[src/rtl/color_mask_pkg.sv]
// Shared types and defaults for the colour-key mask stream: FSM states, default geometry,
// and the default key-colour bounds (channel 0 in the least significant byte).
package color_mask_pkg;

  typedef enum logic [1:0] {IDLE, RUN, DRAIN, REPORT} state_t;

  localparam int DEF_WIDTH    = 32;
  localparam int DEF_LENGTH   = 32;
  localparam int DEF_CHANNELS = 3;
  localparam int DEF_PIX_W    = 8;

  // Former green-key constants, packed {ch2, ch1, ch0}
  localparam logic [DEF_CHANNELS*DEF_PIX_W-1:0] DEF_LOWER = {8'd0,  8'd100, 8'd0};
  localparam logic [DEF_CHANNELS*DEF_PIX_W-1:0] DEF_UPPER = {8'd90, 8'd255, 8'd90};

endpackage

[src/rtl/color_in_range.sv]
// Combinational inclusive per-channel bound compare; zero latency, no flow control.
// background=1 only when every channel lies within [lower, upper] (unsigned).
module color_in_range #(
  parameter int CHANNELS = 3,
  parameter int PIX_W    = 8
) (
  input  logic [CHANNELS*PIX_W-1:0] pix,
  input  logic [CHANNELS*PIX_W-1:0] lower,
  input  logic [CHANNELS*PIX_W-1:0] upper,
  output logic                      background
);

  always_comb begin
    background = 1'b1;
    for (int c = 0; c < CHANNELS; c++) begin
      if ((pix[c*PIX_W +: PIX_W] < lower[c*PIX_W +: PIX_W]) ||
          (pix[c*PIX_W +: PIX_W] > upper[c*PIX_W +: PIX_W]))
        background = 1'b0;
    end
  end

endmodule

[src/rtl/color_mask_stream.sv]
// Raster pixel stream -> registered foreground mask + per-frame count/bbox (COLOR_MASK_BBOX_EN).
// One-cycle mask latency; input stalls while the output register is held by m_ready=0.
module color_mask_stream
  import color_mask_pkg::*;
#(
  parameter int  WIDTH    = DEF_WIDTH,
  parameter int  LENGTH   = DEF_LENGTH,
  parameter int  CHANNELS = DEF_CHANNELS,
  parameter int  PIX_W    = DEF_PIX_W,
  localparam int DW       = CHANNELS * PIX_W,
  localparam int RW       = $clog2(LENGTH),
  localparam int CW       = $clog2(WIDTH),
  localparam int FW       = $clog2(WIDTH * LENGTH + 1)
) (
  input  logic          clk,
  input  logic          rst_n,
  input  logic          start,
  input  logic [DW-1:0] lower,
  input  logic [DW-1:0] upper,
  input  logic          s_valid,
  output logic          s_ready,
  input  logic [DW-1:0] s_data,
  output logic          m_valid,
  input  logic          m_ready,
  output logic          m_mask,
  output logic [RW-1:0] m_row,
  output logic [CW-1:0] m_col,
  output logic          m_last,
  output logic          busy,
  output logic          stats_valid,
  output logic [FW-1:0] fg_count,
  output logic          bbox_valid,
  output logic [RW-1:0] bbox_rmin,
  output logic [RW-1:0] bbox_rmax,
  output logic [CW-1:0] bbox_cmin,
  output logic [CW-1:0] bbox_cmax
);

  localparam logic [RW-1:0] ROW_LAST = RW'(LENGTH - 1);
  localparam logic [CW-1:0] COL_LAST = CW'(WIDTH - 1);

  state_t        state, state_nxt;
  logic [DW-1:0] lo_q, hi_q;
  logic [RW-1:0] row_q;
  logic [CW-1:0] col_q;
  logic          background, fg, out_free, accept, last_pix, frame_start;

  color_in_range #(.CHANNELS(CHANNELS), .PIX_W(PIX_W)) u_range (
    .pix        (s_data),
    .lower      (lo_q),
    .upper      (hi_q),
    .background (background)
  );

  assign fg          = !background;
  assign out_free    = !m_valid || m_ready;
  assign accept      = s_valid && s_ready;
  assign last_pix    = (row_q == ROW_LAST) && (col_q == COL_LAST);
  assign frame_start = (state == IDLE) && start;

  always_ff @(posedge clk or negedge rst_n) begin
    if (!rst_n) state <= IDLE;
    else        state <= state_nxt;
  end

  always_comb begin
    state_nxt   = state;
    s_ready     = 1'b0;
    busy        = 1'b1;
    stats_valid = 1'b0;
    case (state)
      IDLE: begin
        busy = 1'b0;
        if (start) state_nxt = RUN;
      end
      RUN: begin
        s_ready = out_free;
        if (accept && last_pix) state_nxt = DRAIN;
      end
      DRAIN:  if (out_free) state_nxt = REPORT;
      REPORT: begin
        stats_valid = 1'b1;
        state_nxt   = IDLE;
      end
      default: state_nxt = IDLE;
    endcase
  end

  always_ff @(posedge clk or negedge rst_n) begin
    if (!rst_n) begin
      lo_q     <= '0;
      hi_q     <= '0;
      row_q    <= '0;
      col_q    <= '0;
      fg_count <= '0;
      m_valid  <= 1'b0;
      m_mask   <= 1'b0;
      m_row    <= '0;
      m_col    <= '0;
      m_last   <= 1'b0;
    end else begin
      if (frame_start) begin
        lo_q     <= lower;
        hi_q     <= upper;
        row_q    <= '0;
        col_q    <= '0;
        fg_count <= '0;
      end
      // The output register refills on the same edge it drains
      if (accept) begin
        m_valid <= 1'b1;
        m_mask  <= fg;
        m_row   <= row_q;
        m_col   <= col_q;
        m_last  <= last_pix;
        if (fg) fg_count <= fg_count + FW'(1);
        if (col_q == COL_LAST) begin
          col_q <= '0;
          row_q <= last_pix ? '0 : row_q + RW'(1);
        end else begin
          col_q <= col_q + CW'(1);
        end
      end else if (m_ready) begin
        m_valid <= 1'b0;
      end
    end
  end

`ifdef COLOR_MASK_BBOX_EN
  logic [RW-1:0] rmin_q, rmax_q;
  logic [CW-1:0] cmin_q, cmax_q;

  always_ff @(posedge clk or negedge rst_n) begin
    if (!rst_n) begin
      rmin_q <= '0;
      rmax_q <= '0;
      cmin_q <= '0;
      cmax_q <= '0;
    end else if (frame_start) begin
      rmin_q <= '0;
      rmax_q <= '0;
      cmin_q <= '0;
      cmax_q <= '0;
    end else if (accept && fg) begin
      // First foreground pixel of the frame seeds all four edges
      if (fg_count == '0) begin
        rmin_q <= row_q;
        rmax_q <= row_q;
        cmin_q <= col_q;
        cmax_q <= col_q;
      end else begin
        if (row_q < rmin_q) rmin_q <= row_q;
        if (row_q > rmax_q) rmax_q <= row_q;
        if (col_q < cmin_q) cmin_q <= col_q;
        if (col_q > cmax_q) cmax_q <= col_q;
      end
    end
  end

  assign bbox_valid = (fg_count != '0);
  assign bbox_rmin  = rmin_q;
  assign bbox_rmax  = rmax_q;
  assign bbox_cmin  = cmin_q;
  assign bbox_cmax  = cmax_q;
`else
  assign bbox_valid = 1'b0;
  assign bbox_rmin  = '0;
  assign bbox_rmax  = '0;
  assign bbox_cmin  = '0;
  assign bbox_cmax  = '0;
`endif

endmodule
[config.mk]
export PLATFORM = sky130hd
export DESIGN_NAME = color_mask_stream
export DESIGN_NICKNAME = d
export VERILOG_FILES = /design/src/rtl/color_mask_pkg.sv /design/src/rtl/color_in_range.sv /design/src/rtl/color_mask_stream.sv
export SDC_FILE = /design/constraint.sdc
export NUM_CORES = 1
export LEC_CHECK = 0
export CORE_MARGIN = 3
export CORE_UTILIZATION = 45
export DETAILED_ROUTE_END_ITERATION = 12
export PLACE_DENSITY = 0.77
export SETUP_SLACK_MARGIN = 0.15
export SLEW_MARGIN = 20
export SYNTH_ARGS = -nofsm -noshare
export SYNTH_HDL_FRONTEND = slang
export SYNTH_SLANG_ARGS = --single-unit
[constraint.sdc]
create_clock -name clk -period 2.22 [get_ports clk]
set_input_delay 0.222 -clock clk [delete_from_list [all_inputs] [get_ports clk]]
set_output_delay 0.222 -clock clk [all_outputs]
set_load 0.05 [all_outputs]
==> results by group <==
Run status
  – Status: finished, violations left
  – Failing checks: negative setup slack

Route
  – Initial DRC count: 105
  – Final WL: 10760 um
  – DRT antenna net count: 0
  – WL/cell: 14.93 um
  – Via count: 3611
  – Drt pass-1 iters: 4
  – Drt via density: 5.008
  – DRC: 0

STA
  – Clock Skew: 14.23 ps
  – Slew Viols, Final: 0
  – Fmax: 431.7 MHz
  – Final Hold Fails: 0
  – Worst-margin pin slew: 815.6 ps
  – Fin worst setup slack: -96.52 ps
  – Setup TNS: -651.2 ps
  – RSZ-0062 raised after global routing: yes
  – Final period util: 1.043
  – Setup Viol. Count Final: 9
  – Worst rel slew slack: 0.4563
  – Minimum clock period: 2317 ps

Final layout
  – Nets: 713
  – Synth-to-layout area growth: 30.53%
  – Fillers: 867
  – Layout cells sized above 1: 0.1761
  – Diodes inserted: 0

Clock tree
  – CTS Buf Count: 9
  – CTS Buffer Depth: 2
  – Clk_lat worst skew: 350 ps
  – Setup bufs post-CTS: 0
  – Clock Root Buffer: clkbuf_8
  – Clk slew on worst S/H paths: 90 ps
  – CTS tree: yes
  – Sink Count: 84
  – H-tree levels: 3

Place
  – Post-place setup slack: -674.6 ps
  – DP HPWL: 8177 um
  – Port bufs: 103
  – RD Place Congestion: 0.8720

GRT
  – Vias in the first global route: 3761
  – Initial antenna violation count: 0
  – GR peak layer: met2
  – Total GRT Usage: 0.1810
  – Largest net degree at the start of global routing: 65
  – Grt met3 use: 0.04543
  – First-pass GRT wire length: 17240 um
  – Met1 usage: 0.2246
  – Remaining Overflow, GRT: 0
  – Met2 GRT Util: 0.3202

Synth
  – Yosys warning total: 0
  – Yosys cell types: 46
  – Synthesized flop and latch total: 84
  – Synth Instances: 464
  – Post-synthesis sequential area ratio: 0.4314
  – Area contributors post-synth: dfrtp_1 43%, ha_1 14%, mux2_2 12%, nand2_1 4.4%, inv_1 3.9%
  – Leading area contributor after synthesis: dfrtp_1
  – Synthesized area per cell: 10.50 sq um
  – Syn Std Cell Area: 4872 sq um
  – Yosys top cell area share: 0.4314

Critical path
  – Reg-to-reg setup timing slack: -80 ps
  – Cell mode on critical path: nand2b_1
  – CP max stage delay: 480 ps
  – Arrival time of the worst setup path: 2540 ps
  – WP data required: 2440 ps
  – Setup CP Type: in2reg
  – Slowest cell on crit path: clkdlybuf4s50_1
  – CP Cell Sequence: clkdlybuf4s50_1 -> buf_4 -> ha_1 -> nand4_1 -> nand2b_1 -> a21oi_1 -> nand2b_1 -> o41ai_4 -> buf_12 -> nor3b_1 -> a211o_1
  – CP Capture Type: flop
  – Crit Path Max Fanout: 19
  – Startpoint types: primary input

Pwr
  – Power per cell area: 1079 nW/um^2
  – Leakage power: 3.087 nW
  – VDD IR max: 0.8867 mV

Die
  – Placement Rows: 37
  – Starting Density: 0.4677
  – Chip width: 110.1 um
  – Die footprint: 12110 sq um
  – I/O pin count: 125
  – Core area: 10420 sq um
  – Die H: 110.1 um

Job
  – Number of max-cap violations: 0

Worst hold path
  – Worst hold path type: in2reg
[layout by cell type (no fill, tap or decap), types with 9 or more instances in the layout]
cell type,Yosys,final
a211o_1,10,10
a21oi_1,15,15
buf_4,22,15
clkbuf_8,0,9
clkdlybuf4s50_1,0,100
conb_1,1,21
dfrtp_1,84,84
ha_1,55,51
inv_1,51,48
mux2_2,50,50
nand2_1,57,56
nand3_1,13,12
nor2_1,9,9
o21ai_0,17,15
[flip-flops by register name (all words and copies together) (netlist names)]
| name | count |
|---|---|
| fg_count | 11 |
| lo_q | 24 |
| hi_q | 24 |
| m_last | 1 |
| m_mask | 1 |
| col_q | 5 |
| m_col | 5 |
| state | 2 |
| m_row | 5 |
| m_valid | 1 |
| row_q | 5 |
[cell usage after synthesis, drive strengths merged]
| cell type | n |
|---|---|
| clkbuf | 8 |
| a221o | 1 |
| a2111oi | 1 |
| a21oi | 15 |
| or2 | 2 |
| ha | 55 |
| a31oi | 3 |
| nand4 | 7 |
| o21ai | 17 |
| nor3 | 7 |
| nor2 | 9 |
| nand2b | 7 |
| buf | 25 |
| a32o | 2 |
| a221oi | 2 |
| nor3b | 6 |
| xnor2 | 1 |
| o22a | 1 |
| xor2 | 1 |
| and3 | 6 |
| conb | 1 |
| or3 | 1 |
| o41ai | 2 |
| dfrtp | 84 |
| inv | 51 |
| o31ai | 1 |
| nand2 | 57 |
| a21o | 6 |
| mux2 | 50 |
| a211o | 10 |
| and2 | 4 |
| o2111ai | 1 |
| nor2b | 3 |
| o221ai | 1 |
| nand3 | 13 |
| o211ai | 3 |
[routing by layer]
| metal | part of all wire | up-vias |
|---|---|---|
| met5 | 0 | - |
| met3 | 0.058 | 9 |
| met1 | 0.43 | 1719 |
| met2 | 0.50 | 95 |
| met4 | 0.0060 | 0 |
| li1 | - | 1788 |
[worst paths after layout]
kind	depth (start not counted)	from	endpoint
min in group asynchronous	2	rst_n	m_row[3]$_DFFE_PN0P_
max in group asynchronous	3	rst_n	hi_q[7]$_DFFE_PN0P_
hold reg to reg	2	m_row[2]$_DFFE_PN0P_	m_row[2]$_DFFE_PN0P_
hold / removal	2	lower[18]	lo_q[18]$_DFFE_PN0P_
setup reg to reg	10	lo_q[23]$_DFFE_PN0P_	fg_count[8]$_DFF_PN0_
setup / recovery	11	s_data[23]	fg_count[8]$_DFF_PN0_
[power breakdown]
group          leakage, nW  total, W  internal, W  switching, W
combinational         1.93   0.00325      0.00154       0.00171
sequential            1.06   0.00242      0.00209      0.000334
clock                0.103   0.00120     0.000635      0.000562
total                 3.09   0.00686      0.00426       0.00260
[critical path: cells and delay by family]
family,cells,cell delay [ps]
buffers and inverters,3,830
adders and majority gates,1,310
and+or+nand+nor,4,490
AOI/OAI and AO/OA,3,670
[repair_timing]
action / 4_1_cts / 5_1_grt
gates resized for setup: 15 / 2
endpoints found under the setup margin: 13 / 12
pin swaps: 1 / 0
endpoints found under the hold margin: 52 / 0
hold buffers: 1 / 0
[layout make-up]
type | instances | area, sq um | share of cell area
clock buffer | 10 | 127.6 | 0.02007
clock inverter | 5 | 85.08 | 0.01338
inverter | 51 | 191.4 | 0.03010
multi-input combinational | 316 | 2511 | 0.3948
sequential | 84 | 2102 | 0.3305
tap | 136 | 170.2 | 0.02676
timing repair buffer | 119 | 1172 | 0.1843
[metrics by stage]
step                      hold WS, ps  area [sq um]  instances  utilization  total power [W]
final                           479.3          6360        721       0.6106         0.006863
after floorplan                -73.59          4947        484            -         0.004665
after CTS                       463.4          6355        721       0.6101         0.006927
after global routing            470.4          6360        721       0.6106         0.007416
after global placement          360.7          6061        705       0.5819         0.005403
after detailed placement        371.2          6061        705       0.5819         0.005598
[cell families after synthesis]
logic type,synth area share
multiplexers,0.1156
adder cells (fa/ha/maj),0.1412
XOR/XNOR,0.003596
other,0.0007697
AND/OR/NAND/NOR,0.1225
flip-flops,0.4314
AO/OA/AOI/OAI,0.09990
buffers and inverters,0.08500
No activity file was read; power rests on OpenSTA's default activity.
